[src/rtl/uart_tx_queue.sv]
// Byte FIFO that drains itself into a UART transmitter en/data_in/rdy handshake.
// Optional `flush` input is compiled in when UART_TXQ_FLUSH_EN is defined.
module uart_tx_queue #(
    parameter int unsigned DEPTH = 16,
    parameter int unsigned AW    = $clog2(DEPTH)
) (
    input  logic          clk,
    input  logic          rst,
    input  logic          wr_en,
    input  logic [7:0]    wr_data,
`ifdef UART_TXQ_FLUSH_EN
    input  logic          flush,
`endif
    output logic          full,
    output logic          empty,
    output logic [AW:0]   count,
    output logic          overflow,
    input  logic          tx_rdy,
    output logic          tx_en,
    output logic [7:0]    tx_data
);

    localparam int unsigned CW = AW + 1;

    typedef enum logic {
        READY = 1'b0,
        HOLD  = 1'b1
    } state_t;

    state_t          state;
    state_t          state_nxt;
    logic [7:0]      mem [DEPTH];
    logic [AW-1:0]   rp;
    logic [AW-1:0]   wp;
    logic [CW-1:0]   count_nxt;
    logic            push;
    logic            pop;
    logic            tx_en_nxt;
    logic            flush_req;

`ifdef UART_TXQ_FLUSH_EN
    assign flush_req = flush;
`else
    assign flush_req = 1'b0;
`endif

    // Full check uses the registered flag, so a push is rejected even if a pop frees a slot this cycle.
    assign push = wr_en && !full && !flush_req;

    // Drain FSM: one pop per transmitter-ready window, always followed by an idle cycle.
    always_comb begin
        state_nxt = state;
        pop       = 1'b0;
        tx_en_nxt = 1'b0;
        case (state)
            READY: begin
                if (!empty && tx_rdy) begin
                    pop       = 1'b1;
                    tx_en_nxt = 1'b1;
                    state_nxt = HOLD;
                end
            end
            HOLD:    state_nxt = READY;
            default: state_nxt = READY;
        endcase
        if (flush_req) begin
            pop       = 1'b0;
            tx_en_nxt = 1'b0;
            state_nxt = READY;
        end
    end

    always_comb begin
        count_nxt = count;
        if (flush_req) begin
            count_nxt = '0;
        end else if (push && !pop) begin
            count_nxt = count + CW'(1);
        end else if (pop && !push) begin
            count_nxt = count - CW'(1);
        end
    end

    always_ff @(posedge clk) begin
        if (rst) begin
            state <= READY;
            tx_en <= 1'b0;
        end else begin
            state <= state_nxt;
            tx_en <= tx_en_nxt;
        end
    end

    always_ff @(posedge clk) begin
        if (push) begin
            mem[wp] <= wr_data;
        end
    end

    always_ff @(posedge clk) begin
        if (rst) begin
            rp       <= '0;
            wp       <= '0;
            count    <= '0;
            full     <= 1'b0;
            empty    <= 1'b1;
            overflow <= 1'b0;
            tx_data  <= 8'h00;
        end else begin
            count <= count_nxt;
            full  <= (count_nxt == CW'(DEPTH));
            empty <= (count_nxt == '0);
            if (wr_en && full && !flush_req) begin
                overflow <= 1'b1;
            end
            if (flush_req) begin
                rp <= wp;
            end else begin
                if (push) begin
                    wp <= wp + AW'(1);
                end
                if (pop) begin
                    rp      <= rp + AW'(1);
                    tx_data <= mem[rp];
                end
            end
        end
    end

endmodule

[config.mk]
export PLATFORM = sky130hd
export DESIGN_NAME = uart_tx_queue
export DESIGN_NICKNAME = d
export VERILOG_FILES = /design/src/rtl/uart_tx_queue.sv
export SDC_FILE = /design/constraint.sdc
export NUM_CORES = 1
export LEC_CHECK = 0
export BUFFER_PORTS_ARGS = -buffer_cell sky130_fd_sc_hd__buf_2
export CORE_AREA = 2 2 146 148
export DETAILED_ROUTE_END_ITERATION = 10
export DIE_AREA = 0 0 148 150
export GPL_TIMING_DRIVEN = 0
export PLACE_DENSITY = 0.41
export SYNTH_ARGS = -nofsm -noshare
export SYNTH_HDL_FRONTEND = slang
export SYNTH_SLANG_ARGS = --single-unit
[constraint.sdc]
create_clock -name clk -period 2.1 [get_ports clk]
set_input_delay 0.42 -clock clk [delete_from_list [all_inputs] [get_ports clk]]
set_output_delay 0.42 -clock clk [all_outputs]
set_load 0.05 [all_outputs]
== Word-level counts from Yosys, hierarchy flattened ==
Memories as Yosys holds them, arrays and structs flattened. A register that Yosys moved wholly into a read port is not among the register bits.
Index checks and enable logic that the tools add are counted.
Storage, ports and cells
  logic and storage cells: 32
  bits of input ports: 12
  output and inout bits: 17
  bits in registers: 18
  RAM bits: 128
  memories: 1
Memory list
  mem: words 16, bits a word 8, read ports 1, clocked after memory_dff 1, write ports 1, RTL line 32  | logic [7:0] mem [DEPTH];
Cells by class
  equality and inequality tests: 1
  mux-type cells: 7
  add/sub/neg operators: 4
  reductions and logical operators: 10
  bitwise gates (word level): 1
Operators by type and width (count)
  5-bit two-way mux: 2
  4-bit by 1-bit adder with 4-bit output, second input constant: 2
  5-bit by 1-bit adder with 5-bit output, second input constant: 1
  5-bit equality test, second input constant: 1
  1-bit logical AND: 5
  5-bit logical NOT: 1
  5-bit by 1-bit subtractor with 5-bit output, second input constant: 1
  1-bit logical NOT: 4
  1-bit two-way mux: 4
  1-bit one-hot mux with 2 select lines: 1
  1-bit NOT: 1

== Depth between registers and ports, before layout ==
  depth in word-level cells: 8
  mapped depth: 7
  mapped depth without buffers: 7

== Least setup slack after synthesis ==
OpenSTA, ideal clock, no wires.
  path kind: register to register
  from: register full
  to: memory mem[3][0], enable pin
  buffers on the path: 1
  clock period less this slack: 2030 ps
  library setup time: 383 ps
  data required time: 1717 ps
  data arrival time: 1647 ps
  path slack: 70 ps
  stages on the path, launching flop included: 5
  path through: dfxtp_1 nor2b_1 buf_2 nand2_1 nor3_1
Between the ends
  longest elaborated chain between the ends: 4
Ends and longest elaborated chain
  start, declared: RTL line 14  | output logic full,
  start signal, assigned: RTL line 111  | full <= (count_nxt == CW'(DEPTH));
  1-bit logical NOT: RTL line 48  | assign push = wr_en && !full && !flush_req;
  1-bit logical AND: RTL line 48
  1-bit two-way mux: RTL line 95  | if (push) begin
  1-bit two-way mux (implied by the code): RTL line 96  | mem[wp] <= wr_data;
  end, declared: RTL line 32
Every way passes these cells.

== Worst setup path after layout ==
  from: register full
  to: memory mem[0][4], enable pin
Same word-level chain as after synthesis.

==> results.md <==
- Distinct cells, synth: 43
- I/O Pins: 29
- Total of max-cap violations: 0
- Largest net degree at the start of global routing: 17
- Hold path startpoint: wr_en
- Total leakage power: 2.35 nW
- Synthesized area per cell: 17.7 µm²
- Insertion delay to the later sink of the worst-skew pair: 0.42 ns
- Rel. slew slack: 30.6%
- RD Place Congestion: 0.738
- Worst Hold Endpoint: overflow
- Minimum clock period: 2.10 ns
- Startpoint Class: register
- VDD IR-drop max: 410 µV
- CTS Buf Count: 17
- Worst reg2reg path depth: 4
- Starting Density: 29.3%
- Slew Viols, Final: 0
- Synthesized instance count: 343
- Failing checks: setup timing
- P per Cell Area: 1010 mW/mm²
- Setup Viol. Count Final: 5
- Worst Setup End Kind: register
- Most frequent cells in the layout: 128 x edfxtp_1, 32 x buf_2, 25 x dfxtp_1, 24 x mux4_2, 22 x nor2_1
- Internal reg-to-reg setup slack: -0.004 ns
- Crit path DAT: approximately 2.2 ns
- Clock network power share: roughly two fifths
- Initial antenna violation count: 0
- Synthesized Nets: 362
- Slew @ Worst Pin: 1.04 ns
- FF-to-FF End: mem[0][4]
- CTS tree: yes
- DIE HEIGHT: 150 µm
- Internal power: 5.47 mW
- Sum of negative setup slack: -0.0165 ns
- Number of synthesized register bits: ~150
- DR vias: 3161
- Switching power share of the total: roughly a quarter
- Root buf cell: clkbuf_16
- CTS sink cnt: between 150 and 200
- DR DRC count: 0
- Post-Syn Area: 0.00606 mm²
- Total GRT Usage: a little over an eighth
- Worst-path clk slew: 0.06 ns
- RSZ-0062 raised after global routing: yes
- Worst-path maximum fanout: 10
- WL/cell: approximately 21 µm
- Seq/Total Area, Yosys: 71.6%
- Crit Reg-Reg Startpoint: full
- DR vias/cell: roughly 4.6
- Share of post-route cells with drive strength above 1: 30.1%
- Placeable Area: 0.0207 mm²
- Final period util: 100%
- Max Freq: 0.475 GHz
- Die Area: ~0.022 mm²
- Clock Tree Buf Depth: 2
- Sequential power share: 46.9%
- Die Wd: 148 µm
- Status: finished, violations left
- Vias in the first global route: 3376
- PortBufs: 28
- Power, Total: 7.33 mW
- Post-route insts no fill: 680
- Antenna cell count: 0
- First-pass iteration count of the detailed router: 4
- Hold depth: 3
- Hold Path Class: input port to register
- Ys Warns: 0
- Final Hold Fails: 0
- Psw: about 1.9 mW
- Worst Skew: around 0.0083 ns
- Routed wire length: 14300 µm
- WP data required: between 2 and 2.5 ns
- H-tree Lvls: 4
- Commonest non-fill, non-tap cell in the layout: edfxtp_1
- Layout area overhead: 19.1%
- Grt ovf: 0
- Drt first-iter violations: 208
- Placed cells: around 650
- DRT antenna net count: 0
- Row count: 53
- NumNets Final: 411
- First-pass GRT wire length: approximately 21000 µm
- Setup ws final: -0.00443 ns
- Kind of critical path: register to register
- Comb pwr share: 12.8%
- HPWL Detailed: 9170 µm
[how the worst max path moves through the flow]
stage | from | endpoint
6_report | full | mem[0][4]
5_1_grt | full | mem[0][4]
4_1_cts | full | mem[0][4]
3_5_place_dp | wr_en | mem[3][0]
3_3_place_gp | wr_en | mem[2][4]
2_1_floorplan | full | mem[3][0]
[Yosys cell counts (all sizes together)]
master         number  area [µm²]
edfxtp            128        3840
nor2               33         124
mux4               32         758
dfxtp              25         500
a21oi              20         100
a22oi              16         120
nand2              15        56.3
buf                11        83.8
ha                  7        87.6
nor3                6        30.0
clkbuf              5        22.5
inv                 5        18.8
xor2                5        43.8
nand3               4        20.0
nand2b              3        18.8
xnor2               3        26.3
nand4               2        12.5
nor2b               2        12.5
a211oi              1        7.51
a21o                1        7.51
a311oi              1        8.76
a31oi               1        6.26
a32o                1        10.0
a41o                1        10.0
and2                1        6.26
and2b               1        7.51
and3                1        6.26
and4                1        8.76
bufbuf              1        18.8
clkdlybuf4s25       1        10.0
nand4b              1        8.76
nor3b               1        12.5
nor4b               1        8.76
o211a               1        10.0
o21ai               1        5.00
o22ai               1        6.26
o2bb2ai             1        8.76
or2                 1        6.26
or3b                1        11.3
[metal layers]
layer / global-route usage (%) / share of wire, % / vias up
li1: - / - / 1461
met1: 17.6 / 45 / 1641
met2: 23.0 / 51 / 49
met3: 3.38 / 3.0 / 10
met4: 4.00 / 0.88 / 0
met5: 0 / 0 / -
[logic make-up after synthesis]
group	synth area share, %
buffers and inverters	2.54
xor gates and xnor gates	1.16
muxes	12.5
and+or+nand+nor	5.78
DFF	71.6
adders and majority gates	1.44
AOI/OAI and AO/OA	4.95
[registers in the layout, summed over array words and instances, names as in the netlist]
| name | count |
|---|---|
| mem | 128 |
| overflow | 1 |
| rp | 4 |
| empty | 1 |
| tx_en | 1 |
| full | 1 |
| count | 5 |
| wp | 4 |
| tx_data | 8 |
[metrics by stage]
stage | instance area, µm² | worst slack (ns) | utilization, % | hold slack (ns)
final | 7230 | -0.00443 | 34.9 | 0.250
after global routing | 7230 | -0.159 | 34.9 | 0.248
after CTS | 7180 | -0.0611 | 34.7 | 0.238
after detailed placement | 6570 | -0.431 | 31.8 | 0.465
after global placement | 6550 | -0.716 | 31.7 | 0.448
after floorplan | 6060 | 0.0700 | - | 0.476
[final cells by class]
cell class	count	area [µm²]
Clock inverter	13	129
Multi-Input combinational cell	167	1650
Fill cell	2000	13500
Buffer	18	148
Clock buffer	19	433
Timing Repair Buffer	30	155
Tap cell	275	344
Sequential cell	153	4340
Inverter	5	18.8
[critical path: stages, from the launching register on]
cell and delay (ns):
dfxtp_1 0.32, nor2b_1 0.23, buf_2 0.27, nand2_1 0.23, nor3_2 0.67
[power by group through the flow]
stage                     combinational (mW)  clock, mW  sequential, mW
final                                  0.938       2.95            3.44
after global routing                    1.02       3.16            3.45
after CTS                              0.937       3.02            3.44
after detailed placement               0.925          0            3.50
after global placement                 0.917          0            3.50
after floorplan                        0.495          0            3.64
[timing repair]
action / in CTS / in global routing
hold buffers: 0 / 0
endpoints found under the setup margin: 122 / 53
setup buffers: 0 / 0
resized for setup: 15 / 13
pin swaps: 0 / 1
(Power assumes the default switching activity.)
